## src/rtl/spi_ctrl_pkg.sv

```systemverilog
// Shared types and constants for the SPI master controller slice.
package spi_ctrl_pkg;

  typedef enum logic [2:0] {
    S_IDLE,
    S_LEAD,
    S_XFER,
    S_TRAIL,
    S_DONE
  } spi_state_t;

  localparam bit SPI_CPOL = 1'b0;
  localparam bit SPI_CPHA = 1'b0;

  localparam int unsigned DEF_DATA_W  = 8;
  localparam int unsigned DEF_CLK_DIV = 2;

endpackage

```

## src/rtl/spi_clk_div.sv

```systemverilog
// SCLK half-period divider: pulses o_phase_tick on the last cycle of each
// CLK_DIV-cycle phase while enabled; o_first marks the first cycle of a phase.
module spi_clk_div
  import spi_ctrl_pkg::*;
#(
  parameter int unsigned CLK_DIV = DEF_CLK_DIV
) (
  input  logic CLK,
  input  logic CLR,
  input  logic i_en,
  input  logic i_clear,
  output logic o_phase_tick,
  output logic o_first
);

  localparam int unsigned CNT_W = (CLK_DIV > 1) ? $clog2(CLK_DIV) : 1;
  localparam logic [CNT_W-1:0] CNT_LAST = CNT_W'(CLK_DIV - 1);

  logic [CNT_W-1:0] r_cnt;

  assign o_phase_tick = i_en && (r_cnt == CNT_LAST);
  assign o_first      = (r_cnt == '0);

  always_ff @(posedge CLK or posedge CLR) begin
    if (CLR) begin
      r_cnt <= '0;
    end else if (i_clear) begin
      r_cnt <= '0;
    end else if (i_en) begin
      if (o_phase_tick) r_cnt <= '0;
      else              r_cnt <= r_cnt + 1'b1;
    end
  end

endmodule

```

## src/rtl/spi_master_ctrl.sv

```systemverilog
// Mode-0 SPI master transfer controller: FSM, shift registers, bit counter.
// Define SPI_LSB_FIRST_EN for LSB-first shifting (default build is MSB first).
module spi_master_ctrl
  import spi_ctrl_pkg::*;
#(
  parameter int unsigned DATA_W  = DEF_DATA_W,
  parameter int unsigned CLK_DIV = DEF_CLK_DIV
) (
  input  logic              CLK,
  input  logic              CLR,
  input  logic              start,
  input  logic [DATA_W-1:0] tx_data,
  output logic              busy,
  output logic              done,
  output logic [DATA_W-1:0] rx_data,
  output logic              CS_N,
  output logic              SCLK,
  output logic              MOSI,
  input  logic              MISO
);

  localparam int unsigned BIT_W = $clog2(DATA_W);
  localparam logic [BIT_W-1:0] LAST_BIT = BIT_W'(DATA_W - 1);

  spi_state_t r_state, w_state_nxt;

  logic [BIT_W-1:0]  r_bit_cnt;
  logic [DATA_W-1:0] r_tx_sr, r_rx_sr, r_rx_data;
  logic [DATA_W-1:0] w_tx_shifted, w_rx_shifted;
  logic r_sclk, r_cs_n, r_busy, r_done;
  logic w_accept, w_div_en, w_tick, w_first, w_active;
  logic w_capture, w_shift, w_bit_inc, w_sclk_nxt, w_miso, w_busy_nxt;

  // Anything other than a clean 1 on MISO is taken as 0.
  assign w_miso   = (MISO === 1'b1);
  assign w_active = (r_sclk != SPI_CPOL);
  assign w_div_en = (r_state == S_LEAD) || (r_state == S_XFER) || (r_state == S_TRAIL);

`ifdef SPI_LSB_FIRST_EN
  assign w_tx_shifted = {1'b0, r_tx_sr[DATA_W-1:1]};
  assign w_rx_shifted = {w_miso, r_rx_sr[DATA_W-1:1]};
  assign MOSI         = r_tx_sr[0];
`else
  assign w_tx_shifted = {r_tx_sr[DATA_W-2:0], 1'b0};
  assign w_rx_shifted = {r_rx_sr[DATA_W-2:0], w_miso};
  assign MOSI         = r_tx_sr[DATA_W-1];
`endif

  spi_clk_div #(.CLK_DIV(CLK_DIV)) u_clk_div (
    .CLK         (CLK),
    .CLR         (CLR),
    .i_en        (w_div_en),
    .i_clear     (w_accept),
    .o_phase_tick(w_tick),
    .o_first     (w_first)
  );

  always_ff @(posedge CLK or posedge CLR) begin
    if (CLR) r_state <= S_IDLE;
    else     r_state <= w_state_nxt;
  end

  always_comb begin
    w_state_nxt = r_state;
    w_accept    = 1'b0;
    w_capture   = 1'b0;
    w_shift     = 1'b0;
    w_bit_inc   = 1'b0;
    w_sclk_nxt  = SPI_CPOL;
    unique case (r_state)
      S_IDLE: begin
        if (start) begin
          w_accept    = 1'b1;
          w_state_nxt = S_LEAD;
        end
      end
      S_LEAD: begin
        if (w_tick) begin
          w_state_nxt = S_XFER;
          w_sclk_nxt  = ~SPI_CPOL;
        end
      end
      S_XFER: begin
        w_sclk_nxt = r_sclk;
        w_capture  = w_first && (w_active != SPI_CPHA);
        if (w_tick) begin
          if (w_active) begin
            w_sclk_nxt = ~r_sclk;
            w_shift    = 1'b1;
          end else if (r_bit_cnt == LAST_BIT) begin
            w_state_nxt = S_TRAIL;
          end else begin
            w_sclk_nxt = ~r_sclk;
            w_bit_inc  = 1'b1;
          end
        end
      end
      S_TRAIL: begin
        if (w_tick) w_state_nxt = S_DONE;
      end
      S_DONE:  w_state_nxt = S_IDLE;
      default: w_state_nxt = S_IDLE;
    endcase
  end

  assign w_busy_nxt = (w_state_nxt == S_LEAD) || (w_state_nxt == S_XFER) ||
                      (w_state_nxt == S_TRAIL);

  // Outputs are registered from next-state so they line up with the state they describe.
  always_ff @(posedge CLK or posedge CLR) begin
    if (CLR) begin
      r_sclk    <= SPI_CPOL;
      r_cs_n    <= 1'b1;
      r_busy    <= 1'b0;
      r_done    <= 1'b0;
      r_bit_cnt <= '0;
      r_tx_sr   <= '0;
      r_rx_sr   <= '0;
      r_rx_data <= '0;
    end else begin
      r_sclk <= w_sclk_nxt;
      r_busy <= w_busy_nxt;
      r_cs_n <= !w_busy_nxt;
      r_done <= (w_state_nxt == S_DONE);
      if (w_accept) begin
        r_tx_sr   <= tx_data;
        r_rx_sr   <= '0;
        r_bit_cnt <= '0;
      end else begin
        if (w_shift)   r_tx_sr   <= w_tx_shifted;
        if (w_capture) r_rx_sr   <= w_rx_shifted;
        if (w_bit_inc) r_bit_cnt <= r_bit_cnt + 1'b1;
      end
      if (w_state_nxt == S_DONE) r_rx_data <= r_rx_sr;
    end
  end

  assign SCLK    = r_sclk;
  assign CS_N    = r_cs_n;
  assign busy    = r_busy;
  assign done    = r_done;
  assign rx_data = r_rx_data;

endmodule

```

## config.mk

```make
export PLATFORM = sky130hd
export DESIGN_NAME = spi_master_ctrl
export DESIGN_NICKNAME = d
export VERILOG_FILES = /design/src/rtl/spi_ctrl_pkg.sv /design/src/rtl/spi_clk_div.sv /design/src/rtl/spi_master_ctrl.sv
export SDC_FILE = /design/constraint.sdc
export NUM_CORES = 1
export LEC_CHECK = 0
export CAP_MARGIN = 20
export CORE_MARGIN = 4
export CORE_UTILIZATION = 50
export CTS_BUF_LIST = sky130_fd_sc_hd__clkbuf_2
export DETAILED_ROUTE_END_ITERATION = 10
export PLACE_DENSITY_LB_ADDON = 0.12
export SETUP_SLACK_MARGIN = 0.1
export SLEW_MARGIN = 40
export SYNTH_ARGS = -nofsm -noshare
export SYNTH_HDL_FRONTEND = slang
export SYNTH_SLANG_ARGS = --single-unit
```

## constraint.sdc

```tcl
create_clock -name CLK -period 1.9 [get_ports CLK]
set_clock_uncertainty 0.15 [all_clocks]
set_input_delay 0.19 -clock CLK [delete_from_list [all_inputs] [get_ports CLK]]
set_output_delay 0.19 -clock CLK [all_outputs]
set_load 0.01 [all_outputs]
```

==> reports/qor.csv <==
stage;metric;value;unit
timing;final slew viol count;0;
yosys;Net Count, Synth;145;
worst_hold_path;HP Class;in -> async;
place;placed cell areas;0.00198;mm2
clock_tree;CTS Sinks;35;
clock_tree;depth of the CTS H-tree;2;
finish;Non-Filler Instances;216;
detailed_routing;final WL;3350;um
detailed_routing;DR DRC count;0;
floorplanning;IO Pins;25;
timing;fmax;545;MHz
place;GPL Wtd Cong;0.803;
timing;final hold violations;0;
clock_tree;clock tree root buffer cell;clkbuf_2;
setup_path;CP max FO;5;
finish;Final Util;0.682;
power;Power Density;1330;mW/mm2
flow_run;max cap viols;0;
floorplanning;Rows;20;
timing;Final Worst Setup Slack;64.6;ps
floorplanning;die footprint;0.00420;mm2
global_routing;vias in the first global route;1178;
place;Detailed Place HPWL;2220;um
setup_path;CP Buf/Inv Count;1;
global_routing;first-pass GRT wire length;5650;um
setup_path;Worst Setup End Kind;flip-flop;
setup_path;Critical Path Start Type;flip-flop;
floorplanning;Core Box Area;0.00308;mm2
finish;commonest non-fill, non-tap cell in the layout;dfrtp_1;
detailed_routing;initial drt markers;53;
floorplanning;die width;64.8;um
yosys;YS warnings;0;
clock_tree;Num CTS Buffers;5;
yosys;Synth Instances;131;
yosys;synthesized cell area;0.00161;mm2
yosys;register bit count reported by yosys;35;
setup_path;crit path kind;reg -> reg;
status;status;completed;
finish;fraction of layout instances using a drive strength above 1;0.360;
detailed_routing;vias;1145;
yosys;post-synthesis cell type count;30;
timing;Tmin final;1840;ps
global_routing;grt ovf;0;
finish;final net count;185;
setup_path;Worst EP arrival;1950;ps
yosys;sequential area share after synthesis;0.544;
place;dpl cells;204;
setup_path;Worst Path Required;2020;ps
power;Max VDD drop;970;uV
setup_path;max incr delay on CP;450;ps
global_routing;GRT Util Overall;0.176;
yosys;Synth area leader;dfrtp_1;
clock_tree;CTS Buffer Depth;2;
setup_path;Max stage delay cell, worst path;dfrtp_2;
detailed_routing;Initial DRT Pass Iterations;4;
timing;Slew Limit Headroom;0.709;
global_routing;largest net degree at the start of global routing;36;
yosys;mean post-synth cell area;12.3;um2
detailed_routing;Routed wire per std cell;15.5;um
yosys;post-synth top area share;0.528;
setup_path;CP Cell Sequence;nor4b_4 -> buf_6 -> mux2_2 -> mux2_4;
detailed_routing;Final ANT Viol Nets;0;
clock_tree;CTS tree;done;
power;leakage;0.000969;uW
setup_path;delay-heaviest family, CP;multiplexers;
timing;Slew @ Worst Pin;436;ps
place;setup slack at placement;-65.9;ps
finish;diode count;0;
finish;final instance area;0.00210;mm2
place;IO buf count;24;
timing;final setup violation count;0;
yosys;synth top area cells;dfrtp_1 (53%), mux2_2 (17%), a21oi_1 (3.1%), nand3_1 (2.5%), o21ai_1 (2.5%);
floorplanning;Starting Density;0.524;
floorplanning;Die H;64.8;um
global_routing;initial antenna violation count;0;
finish;most frequent cells in the layout;dfrtp_1 (31), clkdlybuf4s50_1 (23), mux2_2 (19);
detailed_routing;Avg Vias per Cell;5.30;
clock_tree;Worst-Skew Late Latency;370;ps
finish;Area growth syn-to-layout;30.2;%
power;total power;2800;uW
timing;RSZ-0062 raised after global routing;yes;
timing;Final period util;0.966;
clock_tree;clock-pin slew on the worst setup and hold paths;170;ps
finish;fillers;252;
## logic make-up after synthesis
kind of cell | share of synthesized area
flip-flops | 0.544
buffers and inverters | 0.0357
AO/OA/AOI/OAI | 0.102
adder cells (fa/ha/maj) | 0.0155
multiplexers | 0.174
AND/OR/NAND/NOR | 0.130
## stage by stage
| step | TNS, ps | hold WS (ps) |
|---|---|---|
| floorplan | 0 | 163 |
| global placement | -233 | 323 |
| detailed placement | -318 | 342 |
| CTS | 0 | 39.3 |
| global route | 0 | 55.2 |
| finish | 0 | 42.4 |
## worst paths after layout
check                                              start                  endpoint  slack, ps  depth (start not counted)
worst min register to register  r_bit_cnt[0]$_DFFE_PP0P_  r_bit_cnt[0]$_DFFE_PP0P_        360                          1
worst min-delay path                                 CLR    r_rx_sr[7]$_DFFE_PP0P_         40                          3
max in group asynchronous                            CLR            CS_N$_DFF_PP1_       1210                          3
min in group CLK                              tx_data[0]    r_tx_sr[0]$_DFFE_PP0P_        210                          3
worst max register to register      r_state[0]$_DFF_PP0_    r_tx_sr[1]$_DFFE_PP0P_         60                          4
worst max-delay path                r_state[0]$_DFF_PP0_    r_tx_sr[1]$_DFFE_PP0P_         60                          4
## synthesized netlist by cell type
master and instances:
ha_1 2, o31ai_1 1, a311o_1 1, nand3_1 8, clkbuf_1 1, nor3_1 1, a21bo_2 1, o21ai_1 8
nand3b_1 1, dfstp_2 1, dfrtp_1 34, nor4b_2 2, inv_1 5, a21oi_1 10, or2_2 1, nor4bb_2 1
a211oi_4 1, or4b_1 1, buf_2 7, a2bb2oi_1 1, nor3b_1 2, nand2b_1 2, a21boi_0 1, mux2_2 24
nor2_1 3, nand3_2 2, o21ai_0 2, mux2i_1 1, nand2_1 1, nor2b_1 5
## where the power goes
part / switching [uW] / total (uW) / internal (uW) / leakage [uW]
logic: 561 / 1340 / 777 / 0.000483
clock network: 233 / 334 / 101 / 0.0000330
registers: 158 / 1130 / 971 / 0.000452
## layer usage
layer  GRT usage  wire [um]
met4      0.0712         80
met5           0          0
met3      0.0503        142
met1       0.226       1420
met2       0.280       1710
## area by class of cell
| type | instances | area (um2) | area share |
|---|---|---|---|
| sequential | 35 | 881 | 0.420 |
| multi-input combinational | 83 | 718 | 0.342 |
| timing repair buffer | 41 | 387 | 0.184 |
| tap | 44 | 55.1 | 0.0262 |
| clock buffer | 7 | 35.0 | 0.0167 |
| inverter | 5 | 18.8 | 0.00894 |
| clock inverter | 1 | 5.00 | 0.00238 |
## state kept, by name, indices dropped and copies added, names as in the netlist
| name | count |
|---|---|
| r_rx_sr | 8 |
| SCLK | 1 |
| rx_data | 8 |
| done | 1 |
| CS_N | 1 |
| r_tx_sr | 8 |
| r_bit_cnt | 3 |
| u_clk_div.r_cnt | 1 |
| busy | 1 |
| r_state | 3 |
## worst register-to-register path: cells and delay by family (launching register included)
kind	cells	cell delay, ps
and+or+nand+nor	1	350
muxes	2	620
buffers and inverters	1	180
DFF	1	450
## repair_timing
action | CTS | global route
gates resized for setup | 4 | 11
setup buffers | 1 | 2
hold buffers | 0 | 0
cloned | 1 | 0
endpoints found under the setup margin | 7 | 20
pin swaps | 0 | 0
Note: power is estimated with default switching activity, not from simulation.
